[src/rtl/pow_n_pipe_arbiter.sv]
// rtl/pow_n_pipe_arbiter.sv - round-robin share of one pipelined power unit between N_REQ requesters
//
// Ports:
//   clk, rst            clock, synchronous active-high reset
//   req_vld / req_n     per-requester operand valid / operands (requester i in bits [i*W +: W])
//   req_rdy             one-hot combinational grant
//   rsp_vld / rsp_res   one-hot one-cycle result strobe / result for the strobed requester
//   pipe_n_vld / pipe_n operand issue towards the power pipe
//   pipe_res_vld / pipe_res  final-stage valid / result from the power pipe
//   busy                any operand in flight
//   err                 sticky tag/valid mismatch at the pipe output
//   issue_cnt, conflict_cnt  handshake count / multi-request cycle count
//                       (only with POW_N_PIPE_ARBITER_STATS_EN defined)

module pow_n_pipe_arbiter #(
    parameter int N_REQ   = 4,
    parameter int W       = 8,
    parameter int RES_W   = 8,
    parameter int LATENCY = 4
) (
    input  logic                 clk,
    input  logic                 rst,
    input  logic [N_REQ-1:0]     req_vld,
    input  logic [N_REQ*W-1:0]   req_n,
    output logic [N_REQ-1:0]     req_rdy,
    output logic [N_REQ-1:0]     rsp_vld,
    output logic [RES_W-1:0]     rsp_res,
    output logic                 pipe_n_vld,
    output logic [W-1:0]         pipe_n,
    input  logic                 pipe_res_vld,
    input  logic [RES_W-1:0]     pipe_res,
    output logic                 busy,
    output logic                 err
`ifdef POW_N_PIPE_ARBITER_STATS_EN
    ,
    output logic [15:0]          issue_cnt,
    output logic [15:0]          conflict_cnt
`endif
);

    localparam int ID_W = (N_REQ > 1) ? $clog2(N_REQ) : 1;

    logic [ID_W-1:0]  ptr_q, ptr_d;
    logic [ID_W-1:0]  grant_id;
    logic [ID_W:0]    scan_sum;
    logic [ID_W-1:0]  scan_idx;
    logic             found;
    logic             hs;

    logic             pipe_n_vld_q;
    logic [W-1:0]     pipe_n_q, pipe_n_d;
    logic [ID_W-1:0]  id_q;

    logic [LATENCY-1:0] tag_vld_q;
    logic [ID_W-1:0]    tag_id_q [LATENCY];

    logic [N_REQ-1:0] rsp_vld_q, rsp_vld_d;
    logic [RES_W-1:0] rsp_res_q;
    logic             err_q, err_d;
    logic             last_vld;

    // Round-robin scan starting at the pointer; the first requesting index wins.
    always_comb begin
        found    = 1'b0;
        grant_id = '0;
        scan_sum = '0;
        scan_idx = '0;
        for (int k = 0; k < N_REQ; k++) begin
            scan_sum = {1'b0, ptr_q} + (ID_W+1)'(k);
            if (scan_sum >= (ID_W+1)'(N_REQ)) begin
                scan_sum = scan_sum - (ID_W+1)'(N_REQ);
            end
            scan_idx = scan_sum[ID_W-1:0];
            if (!found && req_vld[scan_idx]) begin
                found    = 1'b1;
                grant_id = scan_idx;
            end
        end
    end

    assign hs = found & ~rst;

    always_comb begin
        req_rdy = '0;
        if (hs) begin
            req_rdy[grant_id] = 1'b1;
        end
    end

    always_comb begin
        ptr_d    = ptr_q;
        pipe_n_d = pipe_n_q;
        if (hs) begin
            ptr_d    = (grant_id == ID_W'(N_REQ - 1)) ? '0 : grant_id + 1'b1;
            pipe_n_d = req_n[int'(grant_id)*W +: W];
        end
    end

    // The last tag slot is aligned with the pipe's final stage; any disagreement
    // between the two valids is a lost result or a lost tag.
    assign last_vld = tag_vld_q[LATENCY-1];

    always_comb begin
        rsp_vld_d = '0;
        err_d     = err_q;
        if (pipe_res_vld && last_vld) begin
            rsp_vld_d[tag_id_q[LATENCY-1]] = 1'b1;
        end
        if (pipe_res_vld != last_vld) begin
            err_d = 1'b1;
        end
    end

    always_ff @(posedge clk) begin
        if (rst) begin
            ptr_q        <= '0;
            pipe_n_vld_q <= 1'b0;
            pipe_n_q     <= '0;
            id_q         <= '0;
            tag_vld_q    <= '0;
            for (int i = 0; i < LATENCY; i++) begin
                tag_id_q[i] <= '0;
            end
            rsp_vld_q    <= '0;
            rsp_res_q    <= '0;
            err_q        <= 1'b0;
        end else begin
            ptr_q        <= ptr_d;
            pipe_n_vld_q <= hs;
            pipe_n_q     <= pipe_n_d;
            if (hs) begin
                id_q <= grant_id;
            end
            // Slot 0 captures the issue currently presented on pipe_n_vld, so
            // slot LATENCY-1 is valid exactly when the pipe output is.
            tag_vld_q[0] <= pipe_n_vld_q;
            tag_id_q[0]  <= id_q;
            for (int i = 1; i < LATENCY; i++) begin
                tag_vld_q[i] <= tag_vld_q[i-1];
                tag_id_q[i]  <= tag_id_q[i-1];
            end
            rsp_vld_q <= rsp_vld_d;
            if (rsp_vld_d != '0) begin
                rsp_res_q <= pipe_res;
            end
            err_q <= err_d;
        end
    end

    assign pipe_n_vld = pipe_n_vld_q;
    assign pipe_n     = pipe_n_q;
    assign rsp_vld    = rsp_vld_q;
    assign rsp_res    = rsp_res_q;
    assign err        = err_q;
    assign busy       = pipe_n_vld_q | (|tag_vld_q);

`ifdef POW_N_PIPE_ARBITER_STATS_EN
    logic [15:0] issue_cnt_q;
    logic [15:0] conflict_cnt_q;
    logic        multi_req;

    // Clearing the lowest set bit leaves something only if two or more were set.
    assign multi_req = (req_vld & (req_vld - 1'b1)) != '0;

    always_ff @(posedge clk) begin
        if (rst) begin
            issue_cnt_q    <= '0;
            conflict_cnt_q <= '0;
        end else begin
            if (hs) begin
                issue_cnt_q <= issue_cnt_q + 16'd1;
            end
            if (multi_req) begin
                conflict_cnt_q <= conflict_cnt_q + 16'd1;
            end
        end
    end

    assign issue_cnt    = issue_cnt_q;
    assign conflict_cnt = conflict_cnt_q;
`endif

endmodule

[config.mk]
export PLATFORM = sky130hd
export DESIGN_NAME = pow_n_pipe_arbiter
export DESIGN_NICKNAME = d
export VERILOG_FILES = /design/src/rtl/pow_n_pipe_arbiter.sv
export SDC_FILE = /design/constraint.sdc
export NUM_CORES = 1
export LEC_CHECK = 0
export BUFFER_PORTS_ARGS = -buffer_cell sky130_fd_sc_hd__clkbuf_2
export CAP_MARGIN = 10
export CORE_UTILIZATION = 51
export CTS_BUF_LIST = sky130_fd_sc_hd__clkbuf_4 sky130_fd_sc_hd__clkbuf_8
export CTS_CLUSTER_SIZE = 25
export DETAILED_ROUTE_END_ITERATION = 10
export PLACE_DENSITY = 0.89
export REMOVE_ABC_BUFFERS = 1
export SYNTH_ARGS = -nofsm -noshare
export SYNTH_HDL_FRONTEND = slang
export SYNTH_SLANG_ARGS = --single-unit
[constraint.sdc]
create_clock -name clk -period 7.1 [get_ports clk]
set_input_delay 1.42 -clock clk [delete_from_list [all_inputs] [get_ports clk]]
set_output_delay 1.42 -clock clk [all_outputs]
set_load 0.05 [all_outputs]
==> summary.md, run 1 <==
| Metric | Value |
|---|---|
| Vias in the first global route | `1,320` |
| Postcts setup bufs | `0` |
| Worst Setup Start Kind | `input port` |
| Least-Margin Pin Slew | `0.758 ns` |
| Failing checks | `design-rule violations` |
| Post-layout minimum cycle time | `5.06 ns` |
| Setup ws final | `2.04 ns` |
| Ys Warns | `0` |
| Largest net degree at the start of global routing | `31` |
| CP Class | `in -> out` |
| Post-place setup slack | `2.07 ns` |
| Longest Clk Path Bufs | `2` |
| Total power density per cell area | `275 nW/µm²` |
| CP endpoint kind | `output pin` |
| Ports | `74` |
| Comb pwr share | `0.306` |
| Initial antenna violation count | `0` |
| Final Cell Area | `2030 µm²` |
| Clock latency on the worst-skew pair | `0.33 ns` |
| Net Switching | `0.184 mW` |
| Status | `finished with violations` |
| P_leak | `1.00 nW` |
| Yosys reg bits | `38` |
| Max Cap Viol | `0` |
| DP Area | `1950 µm²` |
| Vias per cell | `5.66` |
| Fmax | `0.197 GHz` |
| Setup TNS | `0 ns` |
| 1st-iter DRT viols | `64` |
| Clk Tree Root Cell | `clkbuf_4` |
| 1st-pass router iterations | `8` |
| Global route total overflow | `0` |
| Final WL | `3340 µm` |
| Number of distinct library cells after synthesis | `29` |
| PnR Total Power | `0.559 mW` |
| Min-delay worst type | `reg -> reg` |
| Power share of the sequential group | `0.433` |
| Final hold violation count | `0` |
| # fillers | `234` |
| P_int | `0.375 mW` |
| Critical Path RT | `5.68 ns` |
| PortBufs | `73` |
| Cts bufs inserted | `5` |
| Vias | `1,506` |
| Global-route wire length before repair | `5440 µm` |
| Worst-case clock skew | `0.00529 ns` |
| Async SR Flop Fraction | `0` |
| Max-slew violation count | `0` |
| CP arrival | `3.64 ns` |
| Sw frac | `0.329` |
| Share of layout cells above drive strength 1 | `0.353` |
| DR DRC count | `6` |
| CTS tree | `done` |
| GPL Wtd Cong | `0.802` |
| Max IR drop VDD | `0.000206 V` |
| Hold depth | `1` |
| Number of flops mapped to enable cells by yosys | `0` |
| Register area share after synthesis | `0.479` |
| CTS clock-pin slew for the worst setup and hold paths | `0.10 ns` |
| Die Span Y | `57.8 µm` |
| Avg WL per Cell | `12.5 µm` |
| Std cell rows | `19` |
| Area of the die | `3340 µm²` |
| Nets@finish | `284` |
| CP Max Fanout | `19` |
| All-Layer GR Usage | `0.212` |
| Final setup viols | `0` |
| Core area | `2850 µm²` |
| N_diodes | `0` |
| Slew HR | `0.493` |
| Synthesized area | `1590 µm²` |
| Post-CTS sizing | `0` |
| R2R depth | `6` |
| Area Growth Syn to Fin | `28.1%` |
| Initial Utilization | `0.557` |
| Detailed placement HPWL | `2430 µm` |
| Htree depth | `2` |
| Synth Flop Type | `dfxtp_1` |
| Sink Count | `38` |
| Cells after synthesis | `164` |
| Post-DRT Antenna Nets | `0` |
| RSZ-0062 raised after global routing | `no` |
| Clock share of power | `0.261` |
| Hold Buf Count CTS | `0` |
| Final Cycle Share | `0.713` |
| Average cell area after synthesis | `9.68 µm²` |
| Die X | `57.8 µm` |
-- state kept, by name, summed over array words and instances, names as in the netlist --
signal,cells
id_q,2
tag_vld_q,4
ptr_q,2
tag_id_q,8
pipe_n_vld,1
rsp_vld,4
pipe_n,8
rsp_res,8
err,1
-- critical path, stage by stage --
cell	delay (ns)
clkbuf_2	0.11
nor2b_1	0.15
or4b_1	0.76
nand2_1	0.56
ha_1	0.25
and2_1	0.12
clkbuf_2	0.27
-- power by group through the flow --
stage               combinational [mW]  clock (mW)  sequential, mW
floorplan                       0.0862           0           0.283
global placement                 0.169           0           0.247
detailed placement               0.169           0           0.247
CTS                              0.171       0.150           0.242
global route                     0.184       0.159           0.245
finish                           0.171       0.146           0.242
-- worst paths after layout --
path,from,to,slack [ns]
hold reg to reg,tag_id_q[2][1],tag_id_q[3][1],0.45
setup / recovery,req_vld[2],req_rdy[3],2.04
setup reg to reg,ptr_q[0],ptr_q[1],4.68
hold / removal,tag_id_q[2][1],tag_id_q[3][1],0.45
-- cell usage after synthesis (all sizes together), types with 2 or more instances --
library cell / n / share of area
nand2: 7 / 0.017
ha: 2 / 0.016
nor4: 2 / 0.0079
mux2i: 9 / 0.057
o21ai: 2 / 0.0063
nor3: 3 / 0.0095
dfxtp: 38 / 0.48
and3: 17 / 0.067
a211o: 16 / 0.088
a32o: 8 / 0.050
clkbuf: 5 / 0.012
buf: 6 / 0.022
nor2: 20 / 0.047
nor2b: 16 / 0.063
-- kinds of logic (layout without fill, tap and decap cells) --
| group | count (synthesis) | count (layout) | synth area share |
|---|---|---|---|
| and+or+nand+nor | 72 | 72 | 0.245 |
| DFF | 38 | 38 | 0.479 |
| AOI/OAI and AO/OA | 31 | 31 | 0.167 |
| buffers and inverters | 12 | 83 | 0.0362 |
| muxes | 9 | 9 | 0.0567 |
| adders and majority gates | 2 | 2 | 0.0158 |
-- layout by cell type, fill, tap and decap left out, drive strengths merged --
cell type,Yosys,final
mux2i,9,9
or2,1,1
clkbuf,5,79
dfxtp,38,38
nand2,7,7
a32o,8,8
and2b,1,1
or4,1,1
nor2b,16,16
a21boi,1,1
a21oi,1,1
ha,2,2
a31oi,1,1
and3,17,17
nor3,3,3
a211o,16,16
clkinv,1,1
and2,1,1
buf,6,2
or4b,1,1
o211ai,1,1
o21ai,2,2
bufinv,0,1
nor2,20,20
o32ai,1,1
and3b,1,1
nor4,2,2
nor3b,1,1
-- metrics by stage --
stage	utilization	hold WS (ns)	std cells
final	0.713	0.449	266
after global routing	0.713	0.460	266
after CTS	0.713	0.456	266
after detailed placement	0.685	0.427	259
after global placement	0.685	0.421	259
after floorplan	-	0.414	153
-- area by class of cell --
type,instances,area (µm²),share of cell area
multi-input combinational,114,769,0.378
sequential,38,761,0.374
timing repair buffer,75,380,0.187
clock buffer,6,51.3,0.0252
tap,31,38.8,0.0191
clock inverter,1,30.0,0.0148
inverter,1,3.75,0.00185
-- layer usage --
| layer | part of all wire | GRT usage |
|---|---|---|
| met5 | 0 | 0 |
| met4 | 0.0090 | 0.0714 |
| met2 | 0.48 | 0.384 |
| met1 | 0.41 | 0.241 |
| met3 | 0.096 | 0.0580 |
Power figures use the tool's default switching activity.
==> run 2, diff against run 1 <==
Settings changed: CORE_UTILIZATION 51 to 48, PLACE_DENSITY 0.89 to 0.85.
Clock period 7.1 ns to 5.15 ns, I/O delays scaled along.
==> summary.md, run 2 (synthesis results as in run 1) <==
| Metric | Value |
|---|---|
| Area Growth Syn to Fin | `29.0%` |
| CP arrival | `2.94 ns` |
| CP endpoint kind | `output pin` |
| Crit path from | `req_vld[2]` |
| Worst-case clock skew | `0.00884 ns` |
| DR DRC count | `0` |
| Commonest non-fill, non-tap cells in the layout | `73 x clkbuf_2, 38 x dfxtp_1, 20 x nor2_1, 17 x and3_1` |
| PnR Total Power | `0.732 mW` |
| Fin cells | `282` |
| CP Max Fanout | `18` |
| CTS clock-pin slew for the worst setup and hold paths | `0.10 ns` |
| Die X | `59.5 µm` |
| Min-delay worst type | `reg -> reg` |
| Std cell rows | `20` |
| Area of the die | `3540 µm²` |
| 1st-pass router iterations | `4` |
| CTS tree | `done` |
| Leading cell type in the layout, fill and taps excluded | `clkbuf_2` |
| Clock share of power | `0.219` |
| R2R depth | `5` |
| Fmax | `0.252 GHz` |
| Net Switching | `0.259 mW` |
| Clk Tree Root Cell | `clkbuf_4` |
| Hold Buf Count CTS | `0` |
| Largest net degree at the start of global routing | `30` |
| Max IR drop VDD | `0.000205 V` |
| Cts bufs inserted | `5` |
| 1st-iter DRT viols | `37` |
| RSZ-0062 raised after global routing | `no` |
| Longest Clk Path Bufs | `2` |
| Setup TNS | `0 ns` |
| Initial Utilization | `0.512` |
| Crit path capture | `req_rdy[1]` |
| Share of layout cells above drive strength 1 | `0.361` |
| Core area | `3100 µm²` |
| # fillers | `278` |
| Vias in the first global route | `1,342` |
| Avg WL per Cell | `11.9 µm` |
| GPL Wtd Cong | `0.807` |
| Initial antenna violation count | `0` |
| Clock latency on the worst-skew pair | `0.34 ns` |
| Hold WS | `0.451 ns` |
| Final Cycle Share | `0.771` |
| CP Class | `in -> out` |
| Ports | `74` |
| All-Layer GR Usage | `0.214` |
| Max-slew violation count | `0` |
| Placed insts | `274` |
| Least-Margin Pin Slew | `0.773 ns` |
| RR Startpoint | `ptr_q[0]` |
| Detailed placement HPWL | `2460 µm` |
| Final hold violation count | `0` |
| Post-DRT Antenna Nets | `0` |
| Vias | `1,449` |
| Post-CTS sizing | `0` |
| Comb pwr share | `0.327` |
| Critical Path RT | `4.12 ns` |
| Vias per cell | `5.14` |
| Worst reg-to-reg setup slack | `3.00 ns` |
| PortBufs | `73` |
| N_diodes | `0` |
| Nets@finish | `286` |
| Sw frac | `0.354` |
| Postcts setup bufs | `0` |
| Global-route wire length before repair | `5550 µm` |
| Power share of the sequential group | `0.455` |
| Total power density per cell area | `357 nW/µm²` |
| Htree depth | `2` |
| Global route total overflow | `0` |
| R2r endpoint | `pipe_n[0]` |
| Worst Setup Start Kind | `input port` |
| Post-layout minimum cycle time | `3.97 ns` |
| Hold depth | `1` |
| P_int | `0.473 mW` |
| Max Cap Viol | `0` |
| Sink Count | `38` |
| Slew HR | `0.483` |
| Final setup viols | `0` |
| Die Span Y | `59.5 µm` |
| P_leak | `1.00 nW` |
| Final WL | `3340 µm` |
| Status | `finished, final reports clean` |
run 2: changes by cell type in the layout (fill, tap and decap cells not counted):
| cell | previous run | this run |
|---|---|---|
| buf_4 | 2 | 4 |
| bufinv_16 | 1 | 0 |
| clkinv_2 | 0 | 1 |
| clkinvlp_4 | 0 | 1 |
run 2: metrics by stage:
stage               utilization  setup WS, ns  instance area (µm²)
floorplan                     -         0.776                 1530
global placement          0.640          1.27                 1980
detailed placement        0.640          1.20                 1980
CTS                       0.660          1.19                 2050
global route              0.660          1.06                 2050
finish                    0.660          1.18                 2050
run 2: power groups by stage:
| stage | Clock, mW | Combinational, mW | Sequential [mW] |
|---|---|---|---|
| floorplan | 0 | 0.119 | 0.390 |
| global placement | 0 | 0.235 | 0.340 |
| detailed placement | 0 | 0.239 | 0.340 |
| CTS | 0.167 | 0.240 | 0.333 |
| global route | 0.181 | 0.259 | 0.337 |
| finish | 0.160 | 0.239 | 0.333 |
run 2: cell type report:
cell class                 count  area [µm²]  share of cell area
sequential                    38         761               0.371
clock inverter                 2        12.5             0.00611
timing repair buffer          77         395               0.193
clock buffer                   6        51.3              0.0250
inverter                       1        3.75             0.00183
multi-input combinational    114         769               0.376
tap                           44        55.1              0.0269
run 2: worst min path at each step:
stage | startpoint | endpoint
after floorplan | tag_id_q[0][0] | tag_id_q[1][0]
after global placement | tag_id_q[1][1] | tag_id_q[2][1]
after detailed placement | tag_id_q[0][0] | tag_id_q[1][0]
after CTS | tag_id_q[3][0] | rsp_vld[2]
after global routing | tag_id_q[1][1] | tag_id_q[2][1]
final | tag_id_q[3][0] | rsp_vld[2]
run 2: metal layers:
layer / global-route usage / wire length [µm] / vias up
met3: 0.0524 / 271 / 7
met4: 0.130 / 65 / 0
met5: 0 / 0 / -
met2: 0.372 / 1530 / 73
met1: 0.234 / 1480 / 629
li1: - / - / 740
run 2: critical path, cell delays in order:
cell and delay, ns:
clkbuf_2 0.11, nor2b_1 0.16, or4b_1 0.77, nand2_1 0.19
buf_4 0.24, nand2_1 0.07, nor2_1 0.09, clkbuf_2 0.28
